**src/rtl/mcpu_alu_pkg.sv**
```systemverilog
// rtl/mcpu_alu_pkg.sv - shared opcodes, FSM state encoding and width helper for the MCPU sequential ALU
package mcpu_alu_pkg;

  // Opcode values, compared against opcode fields of width CMD_SIZE.
  localparam int OP_AND = 0;
  localparam int OP_OR  = 1;
  localparam int OP_XOR = 2;
  localparam int OP_ADD = 3;
  localparam int OP_SUB = 4;
  localparam int OP_SHL = 5;
  localparam int OP_SHR = 6;
  localparam int OP_MUL = 7;

  typedef enum logic [1:0] {
    IDLE     = 2'd0,
    EXEC     = 2'd1,
    MUL_ITER = 2'd2,
    DONE     = 2'd3
  } state_e;

  // Number of r2 bits that form the shift amount for a given word size.
  function automatic int shamt_w(input int word_size);
    return $clog2(word_size);
  endfunction

endpackage

```
**src/rtl/mcpu_alu_comb.sv**
```systemverilog
// rtl/mcpu_alu_comb.sv - combinational AND/OR/XOR/ADD/SUB/SHL/SHR with carry and overflow
//   op    : opcode (OP_AND..OP_SHR; anything else yields zero)
//   a, b  : operands; shifts use only the low shamt_w(WORD_SIZE) bits of b
//   res   : wrap-around result
//   carry : ADD carry-out / SUB borrow, 0 otherwise
//   ovf   : ADD/SUB signed overflow, 0 otherwise
module mcpu_alu_comb
  import mcpu_alu_pkg::*;
#(
  parameter int CMD_SIZE  = 3,
  parameter int WORD_SIZE = 8
) (
  input  logic [CMD_SIZE-1:0]  op,
  input  logic [WORD_SIZE-1:0] a,
  input  logic [WORD_SIZE-1:0] b,
  output logic [WORD_SIZE-1:0] res,
  output logic                 carry,
  output logic                 ovf
);

  localparam int SHAMT_W = shamt_w(WORD_SIZE);
  localparam int MSB     = WORD_SIZE - 1;

  logic [WORD_SIZE:0]   sum;
  logic [WORD_SIZE:0]   diff;
  logic [SHAMT_W-1:0]   shamt;

  assign sum   = {1'b0, a} + {1'b0, b};
  // Bit WORD_SIZE of the extended difference is the unsigned borrow.
  assign diff  = {1'b0, a} - {1'b0, b};
  assign shamt = b[SHAMT_W-1:0];

  always_comb begin
    res   = '0;
    carry = 1'b0;
    ovf   = 1'b0;
    case (op)
      CMD_SIZE'(OP_AND): res = a & b;
      CMD_SIZE'(OP_OR):  res = a | b;
      CMD_SIZE'(OP_XOR): res = a ^ b;
      CMD_SIZE'(OP_ADD): begin
        res   = sum[MSB:0];
        carry = sum[WORD_SIZE];
        ovf   = (a[MSB] == b[MSB]) && (sum[MSB] != a[MSB]);
      end
      CMD_SIZE'(OP_SUB): begin
        res   = diff[MSB:0];
        carry = diff[WORD_SIZE];
        ovf   = (a[MSB] != b[MSB]) && (diff[MSB] != a[MSB]);
      end
      CMD_SIZE'(OP_SHL): res = a << shamt;
      CMD_SIZE'(OP_SHR): res = a >> shamt;
      default: res = '0;
    endcase
  end

endmodule

```
**src/rtl/mcpu_seq_alu.sv**
```systemverilog
// rtl/mcpu_seq_alu.sv - sequential ALU with iterative shift-add multiply and start/busy/done handshake
//   CLK, RESET          : clock (rising edge), asynchronous active-high reset
//   start, opcode       : request and operation select, sampled only when idle
//   r1, r2              : operands A and B
//   busy                : from the accepting edge until the edge at which done rises
//   done                : one-cycle pulse, out/flags valid from here until next accepted start
//   out                 : registered result
//   OVERFLOW/CARRY/ZERO : registered flags
module mcpu_seq_alu
  import mcpu_alu_pkg::*;
#(
  parameter int CMD_SIZE  = 3,
  parameter int WORD_SIZE = 8
) (
  input  logic                 CLK,
  input  logic                 RESET,
  input  logic                 start,
  input  logic [CMD_SIZE-1:0]  opcode,
  input  logic [WORD_SIZE-1:0] r1,
  input  logic [WORD_SIZE-1:0] r2,
  output logic                 busy,
  output logic                 done,
  output logic [WORD_SIZE-1:0] out,
  output logic                 OVERFLOW,
  output logic                 CARRY,
  output logic                 ZERO
);

  localparam int W     = WORD_SIZE;
  localparam int CNT_W = shamt_w(WORD_SIZE) + 1;

  state_e              state_q, state_d;
  logic [CMD_SIZE-1:0] op_q, op_d;
  logic [W-1:0]        a_q, a_d;
  logic [W-1:0]        b_q, b_d;

  logic [2*W-1:0]      acc_q, acc_d;
  logic [2*W-1:0]      mcand_q, mcand_d;
  logic [W-1:0]        mplier_q, mplier_d;
  logic [CNT_W-1:0]    cnt_q, cnt_d;

  logic [W-1:0]        out_q, out_d;
  logic                ovf_q, ovf_d;
  logic                carry_q, carry_d;
  logic                zero_q, zero_d;
  logic                busy_q, busy_d;
  logic                done_q, done_d;

  logic [W-1:0]        alu_res;
  logic                alu_carry;
  logic                alu_ovf;

  mcpu_alu_comb #(
    .CMD_SIZE  (CMD_SIZE),
    .WORD_SIZE (WORD_SIZE)
  ) u_alu_comb (
    .op    (op_q),
    .a     (a_q),
    .b     (b_q),
    .res   (alu_res),
    .carry (alu_carry),
    .ovf   (alu_ovf)
  );

  always_ff @(posedge CLK or posedge RESET) begin
    if (RESET) begin
      state_q  <= IDLE;
      op_q     <= '0;
      a_q      <= '0;
      b_q      <= '0;
      acc_q    <= '0;
      mcand_q  <= '0;
      mplier_q <= '0;
      cnt_q    <= '0;
      out_q    <= '0;
      ovf_q    <= 1'b0;
      carry_q  <= 1'b0;
      zero_q   <= 1'b0;
      busy_q   <= 1'b0;
      done_q   <= 1'b0;
    end else begin
      state_q  <= state_d;
      op_q     <= op_d;
      a_q      <= a_d;
      b_q      <= b_d;
      acc_q    <= acc_d;
      mcand_q  <= mcand_d;
      mplier_q <= mplier_d;
      cnt_q    <= cnt_d;
      out_q    <= out_d;
      ovf_q    <= ovf_d;
      carry_q  <= carry_d;
      zero_q   <= zero_d;
      busy_q   <= busy_d;
      done_q   <= done_d;
    end
  end

  always_comb begin
    state_d  = state_q;
    op_d     = op_q;
    a_d      = a_q;
    b_d      = b_q;
    acc_d    = acc_q;
    mcand_d  = mcand_q;
    mplier_d = mplier_q;
    cnt_d    = cnt_q;
    out_d    = out_q;
    ovf_d    = ovf_q;
    carry_d  = carry_q;
    zero_d   = zero_q;

    case (state_q)
      IDLE: begin
        // The done pulse lands in IDLE (it trails the DONE state by one edge),
        // so a start coinciding with it must still be refused.
        if (start && !done_q) begin
          op_d = opcode;
          a_d  = r1;
          b_d  = r2;
          if (opcode == CMD_SIZE'(OP_MUL)) begin
            acc_d    = '0;
            mcand_d  = {{W{1'b0}}, r1};
            mplier_d = r2;
            cnt_d    = '0;
            state_d  = MUL_ITER;
          end else begin
            state_d  = EXEC;
          end
        end
      end

      EXEC: begin
        out_d   = alu_res;
        carry_d = alu_carry;
        ovf_d   = alu_ovf;
        zero_d  = (alu_res == '0);
        state_d = DONE;
      end

      MUL_ITER: begin
        // WORD_SIZE add/shift steps, then one extra cycle to publish the product.
        if (cnt_q == CNT_W'(W)) begin
          out_d   = acc_q[W-1:0];
          ovf_d   = |acc_q[2*W-1:W];
          carry_d = 1'b0;
          zero_d  = (acc_q[W-1:0] == '0);
          state_d = DONE;
        end else begin
          if (mplier_q[0]) begin
            acc_d = acc_q + mcand_q;
          end
          mcand_d  = mcand_q << 1;
          mplier_d = mplier_q >> 1;
          cnt_d    = cnt_q + CNT_W'(1);
        end
      end

      DONE: state_d = IDLE;

      default: state_d = IDLE;
    endcase
  end

  // Handshake outputs are registered: busy follows the next state, done
  // trails the DONE state by one edge so that it coincides with busy falling.
  assign busy_d = (state_d != IDLE);
  assign done_d = (state_q == DONE);

  assign busy     = busy_q;
  assign done     = done_q;
  assign out      = out_q;
  assign OVERFLOW = ovf_q;
  assign CARRY    = carry_q;
  assign ZERO     = zero_q;

endmodule

```
**config.mk**
```make
export PLATFORM = sky130hd
export DESIGN_NAME = mcpu_seq_alu
export DESIGN_NICKNAME = d
export VERILOG_FILES = /design/src/rtl/mcpu_alu_pkg.sv /design/src/rtl/mcpu_alu_comb.sv /design/src/rtl/mcpu_seq_alu.sv
export SDC_FILE = /design/constraint.sdc
export NUM_CORES = 1
export LEC_CHECK = 0
export ABC_AREA = 1
export BUFFER_PORTS_ARGS = -buffer_cell sky130_fd_sc_hd__buf_2
export CORE_ASPECT_RATIO = 0.6
export CORE_UTILIZATION = 55
export DETAILED_ROUTE_END_ITERATION = 8
export PLACE_DENSITY = 0.73
export SYNTH_ARGS = -nofsm -noshare
export SYNTH_HDL_FRONTEND = slang
export SYNTH_SLANG_ARGS = --single-unit
```
**constraint.sdc**
```tcl
create_clock -name CLK -period 3.3 [get_ports CLK]
set_input_delay 0.165 -clock CLK [delete_from_list [all_inputs] [get_ports CLK]]
set_output_delay 0.165 -clock CLK [all_outputs]
set_load 0.005 [all_outputs]
```
## Word-level counts from Yosys, hierarchy flattened

Cells that the tools add are included.

| operators by class | value |
|---|---|
| add/subtract/negate cells | 4 |
| multiply operators | 0 |
| div/mod/pow operators | 0 |
| order comparisons | 0 |
| eq/ne operators | 20 |
| shift operators | 2 |
| muxes and demuxes | 32 |
| bitwise gates (word level) | 3 |
| reduce and logical (&&, ||, !) cells | 16 |

Operator list:

| kind | number |
|---|---|
| $mux 16 | 7 |
| $pmux 16 s2 | 2 |
| $pmux 8 s7 | 1 |
| $mux 8 | 4 |
| $pmux 8 s2 | 2 |
| $add 16x16->16 | 1 |
| $logic_not 8->1 | 2 |
| $eq 3x3->1 const B | 4 |
| $mux 4 | 3 |
| $ne 2x2->1 const B | 5 |
| $pmux 1 s2 | 5 |
| $add 8x8->9 | 1 |
| $sub 8x8->9 | 1 |
| $and 8x8->8 | 1 |
| $or 8x8->8 | 1 |
| $pmux 2 s4 | 1 |
| $pmux 4 s2 | 1 |
| $reduce_or 8->1 | 1 |
| $shl 8x3->8 | 1 |
| $shr 8x3->8 | 1 |
| $xor 8x8->8 | 1 |
| $eq 3x2->1 const B | 2 |
| $mux 2 | 3 |
| $reduce_bool 2->1 | 3 |
| other kinds (15) | 23 |

| word-level totals | value |
|---|---|
| register bits | 78 |
| bits in latches | 0 |
| bits in writable memories | 0 |
| memory bits (read-only) | 0 |
| bits of input ports | 22 |
| memories | 0 |

## Longest topological paths before layout

| depth | value |
|---|---|
| depth in word-level cells | 5 |
| gate-level depth with buffers | 18 |
| mapped depth without buffers | 16 |

## Modules after synthesis

Synthesis repeated with hierarchy kept, for this count alone.

| second synthesis, totals | value |
|---|---|
| cell total of the unflattened synthesis | 857 |
| area, all modules | 5,997.0 µm² |

By module, submodules not included:

| module | instances | cells an instance | area each (µm²) |
|---|---|---|---|
| mcpu_seq_alu | 1 | 530 | 4,275.4 |
| mcpu_alu_comb | 1 | 327 | 1,721.7 |

## Worst setup path after synthesis

No wires, ideal clock.

| path | value |
|---|---|
| path type | flip-flop to flip-flop |
| from | reg b_q[1] |
| to | reg zero_q (netlist: ZERO) |
| setup time | 0.117 ns |
| arrival | 2.005 ns |
| data required time | 3.183 ns |
| setup slack | 1.177 ns |
| cell stages (with the launch flop) | 17 |
| buffers on the path | 2 |
| period minus slack after synthesis | 2.123 ns |
| cells stage by stage | dfrtp_1 buf_2 inv_2 buf_4 ha_1 nor2_1 nand2_1 nand3_1 nand2_1 nand2_1 nand2_1 a21oi_1 nor2_1 nand2_1 nor2_1 nor2_1 nor2_1 |

| between the ends | value |
|---|---|
| longest elaborated chain between the ends | 4 |
| elaborated cells between the ends (all ways) | 10 |
| classes of those cells | 2 x add/sub; 2 x shift; 2 x mux; 3 x bitwise; 1 x reduce/logical |

Ends and longest elaborated chain:

| element | line | text |
|---|---|---|
| start, declared | mcpu_seq_alu.sv:35 | `logic [W-1:0] b_q, b_d;` |
| start signal, assigned | mcpu_seq_alu.sv:70 | `b_q <= '0;` |
| start signal, assigned | mcpu_seq_alu.sv:85 | `b_q <= b_d;` |
| $sub 8x8->9 (tied with other cells) | mcpu_alu_comb.sv:30 | `assign diff = {1'b0, a} - {1'b0, b};` |
| $pmux 8 s7 (*) | mcpu_alu_comb.sv:37 | `case (op)` |
| $logic_not 8->1 (*) | mcpu_seq_alu.sv:137 | `zero_d = (alu_res == '0);` |
| $pmux 1 s2 (*) | mcpu_seq_alu.sv:113 | `case (state_q)` |
| end signal, assigned | mcpu_seq_alu.sv:93 | `zero_q <= zero_d;` |
| end, declared | mcpu_seq_alu.sv:45 | `logic zero_q, zero_d;` |

Mark *: on every way between the ends. The rest lies on a longest branch, timed or not.
A chain may end at the register's enable or synchronous reset.

## Worst setup path after layout

Same ends and word-level chain as after synthesis.

==> tab_implementation.tex <==
\begin{tabular}{lr}
\hline
Metric & Value \\
\hline
\multicolumn{2}{l}{\textbf{Outcome}} \\
Status & finished, final reports clean \\
\multicolumn{2}{l}{\textbf{Timing}} \\
Max Transition Viols Final & 0 \\
Fraction of the cycle the final worst path needs & 0.760 \\
TNS Setup & 0 ns \\
Normalized max-slew margin & 0.398 \\
Final hold violations & 0 \\
Post-route worst setup slack & 0.791 ns \\
Worst Max-Slew Pin Slew & 0.901 ns \\
Maximum achievable frequency & 399 MHz \\
RSZ-0062 raised after global routing & false \\
Minimum period implied by the final worst setup slack & 2.51 ns \\
Endpoints failing setup & 0 \\
Min Hold Slack & 0.0816 ns \\
Clock skew & 0.0122 ns \\
\multicolumn{2}{l}{\textbf{Synth}} \\
Largest cells by area after synthesis & dfrtp\_1 34\%, nand2\_1 13\%, ha\_1 10\% \\
Async S/R FF share, synth & 1.00 \\
Primary FF master, synth & dfrtp\_1 \\
Yosys top cell by area & dfrtp\_1 \\
Post-synthesis area per instance & 7.06 um2 \\
Synth top cells by count & 202 x nand2\_1, 110 x nand3\_1, 87 x inv\_1 \\
Dominant cell by count in the synthesized netlist & nand2\_1 \\
Post-synthesis instance area & 5720 um2 \\
Gate count of the mapped netlist & 809 \\
Portion of synthesized cell area occupied by the leading cell type & 0.342 \\
Total number of yosys warnings & 0 \\
Part of the Yosys area used for sequential elements & 0.342 \\
Number of enable-type register cells in the synthesized netlist & 0 \\
Register bit count reported by yosys & between 70 and 80 \\
Synthesized netlist net count & 880 \\
Unique masters post-synth & 38 \\
\multicolumn{2}{l}{\textbf{Cells and area}} \\
Final instance area & 6300 um2 \\
Ratio of cells with drive above 1 in the final layout & 0.0893 \\
Post-layout net count & 906 \\
Post-route core utilization & 0.631 \\
Area of combinational cells with multiple inputs & 3270 um2 \\
Area growth from synthesis to final layout & 10.2\% \\
Number of standard cells in the final layout excluding fillers & about 1,000 \\
Number of filler instances in the final layout & around 940 \\
Register cell area after layout & 1950 um2 \\
Antenna Diode Count & 0 \\
\multicolumn{2}{l}{\textbf{Clock tree}} \\
CTS HTree Levels & 3 \\
Number of buffers added by the clock tree synthesis step & 9 \\
Clock latency of the later-clocked register in the worst-skew pair & 0.35 ns \\
Number of buffers on the longest clock path & 2 \\
CTS-repair resized insts & 0 \\
Clock slew at reported path FFs & 0.07 ns \\
Clock Root Buffer & clkbuf\_16 \\
Clock tree from TritonCTS & built \\
\# clock sinks & just under 80 \\
\multicolumn{2}{l}{\textbf{Drt}} \\
Wirelength, routed & 17.5 mm \\
DRC viols & 0 \\
Detailed-route via count & 5,735 \\
DRT antenna net count & 0 \\
Number of vias per cell & between 5 and 6 \\
Drt first-iter violations & 602 \\
Wire per inst & 18.0 um \\
Pre-antenna DRT Iters & 5 \\
\multicolumn{2}{l}{\textbf{Run}} \\
Max Cap Violations & 0 \\
\multicolumn{2}{l}{\textbf{Floorplan}} \\
Count of boundary I/O pins & 35 \\
Placement row count & 28 \\
Effective utilization at floorplan & 0.572 \\
Total Die Area & 10,800 um2 \\
Core Box Area & between 9000 and 10,000 um2 \\
Die W & 134 um \\
Floorplan die height & 81.0 um \\
\multicolumn{2}{l}{\textbf{Placement}} \\
Final weighted congestion of routability-driven global placement & between 0.9 and 1 \\
DP Cell Count & 958 \\
Area after DPL & 5970 um2 \\
Number of port buffers & 34 \\
Worst Setup Slack post-DPL & 0.876 ns \\
Estimated wirelength of the detail-placed design & 13.8 mm \\
\multicolumn{2}{l}{\textbf{Worst setup path}} \\
CP Max Fanout & 17 \\
WP data required & 3.57 ns \\
Critical path launch point type & register \\
Crit path arrival time & 2.78 ns \\
Type of the worst setup path & reg2reg \\
Type of element capturing the critical path & register \\
\multicolumn{2}{l}{\textbf{GRT}} \\
Global Route Usage Sum & 0.340 \\
Sum of overflow across all layers after global routing & 0 \\
Largest net degree at the start of global routing & 45 \\
Via count of the first global-routing pass & 5,081 \\
Number of antenna violations at the first check in global routing & 0 \\
Wire length of the first global-routing pass & 27.5 mm \\
\multicolumn{2}{l}{\textbf{Power and ir drop}} \\
Post-layout power & 7.05 mW \\
Power density over the cells & 1120 nW/um2 \\
Leakage Power & $\sim$3.3 nW \\
Worst voltage drop across the vdd grid & 616 uV \\
\multicolumn{2}{l}{\textbf{Worst hold path}} \\
Type of the most critical hold path & in2reg \\
\hline
\end{tabular}
[state kept, by name, indices dropped and copies added, names as in the netlist]
signal	cells
ZERO	1
OVERFLOW	1
a_q	8
busy	1
mplier_q	8
state_q	2
acc_q	16
mcand_q	16
done	1
cnt_q	4
b_q	8
CARRY	1
out	8
op_q	3
[final timing paths]
| kind | from | endpoint | slack [ns] | cells past startpoint |
|---|---|---|---|---|
| max in group asynchronous | RESET | ZERO | 2.26 | 4 |
| max reg2reg | b_q[1] | ZERO | 0.79 | 16 |
| max | b_q[1] | ZERO | 0.79 | 16 |
| min reg2reg | out[5] | out[5] | 0.48 | 2 |
| min | opcode[1] | op_q[1] | 0.08 | 3 |
| min in group asynchronous | RESET | cnt_q[3] | 0.26 | 3 |
[kinds of logic after synthesis]
kind of cell | share of synthesized area
AO/OA/AOI/OAI | 0.125
buffers and inverters | 0.0865
XOR/XNOR | 0.0123
flip-flops | 0.342
AND/OR/NAND/NOR | 0.323
adder cells (fa/ha/maj) | 0.111
[final cells by class]
type                            count  area share
Inverter                           92      0.0550
Clock inverter                      7      0.0141
Timing Repair Buffer               44      0.0393
Multi-Input combinational cell    610       0.519
Clock buffer                        9      0.0358
Sequential cell                    78       0.310
Tap cell                          135      0.0268
[worst max-delay path, stage by stage (launching register included)]
cell	delay, ns
dfrtp_1	0.62
inv_2	0.25
ha_1	0.44
nand2_1	0.07
inv_1	0.08
nand2_1	0.06
nand2_1	0.10
nand2_1	0.10
nand2_1	0.10
nand2_1	0.05
nand3_1	0.07
nand2_1	0.08
nor2_1	0.09
nand2_1	0.06
nor2_1	0.11
nor2_1	0.05
nor2_1	0.09
[cells in the final DEF, fill, tap and decap left out, drive strengths merged, types with 8 or more instances in the layout]
cell type / instances
o211ai: 8
nor3: 8
clkbuf: 9
nand4: 12
nor2: 86
nand3: 110
dfrtp: 78
ha: 46
buf: 43
a21oi: 45
inv: 95
nand2: 202
o21ai: 49
[repair_timing]
item,4_1_cts,5_1_grt
hold endpoints to repair,10,0
setup endpoints to repair,0,0
hold buffers,1,0
buffers inserted,0,0
[power by group]
part	switching (mW)	internal, mW
clock	0.454	0.606
combinational	2.86	1.38
sequential	0.438	1.32
[per-layer routing]
metal	share of wire	vias to the layer above	global-route usage	wire, um
met5	0	-	0	0
met4	0.012	0	0.0818	208
met3	0.11	21	0.0886	1990
met2	0.38	284	0.445	6580
met1	0.50	2714	0.537	8760
li1	-	2716	-	-
Power figures use the tool's default switching activity.
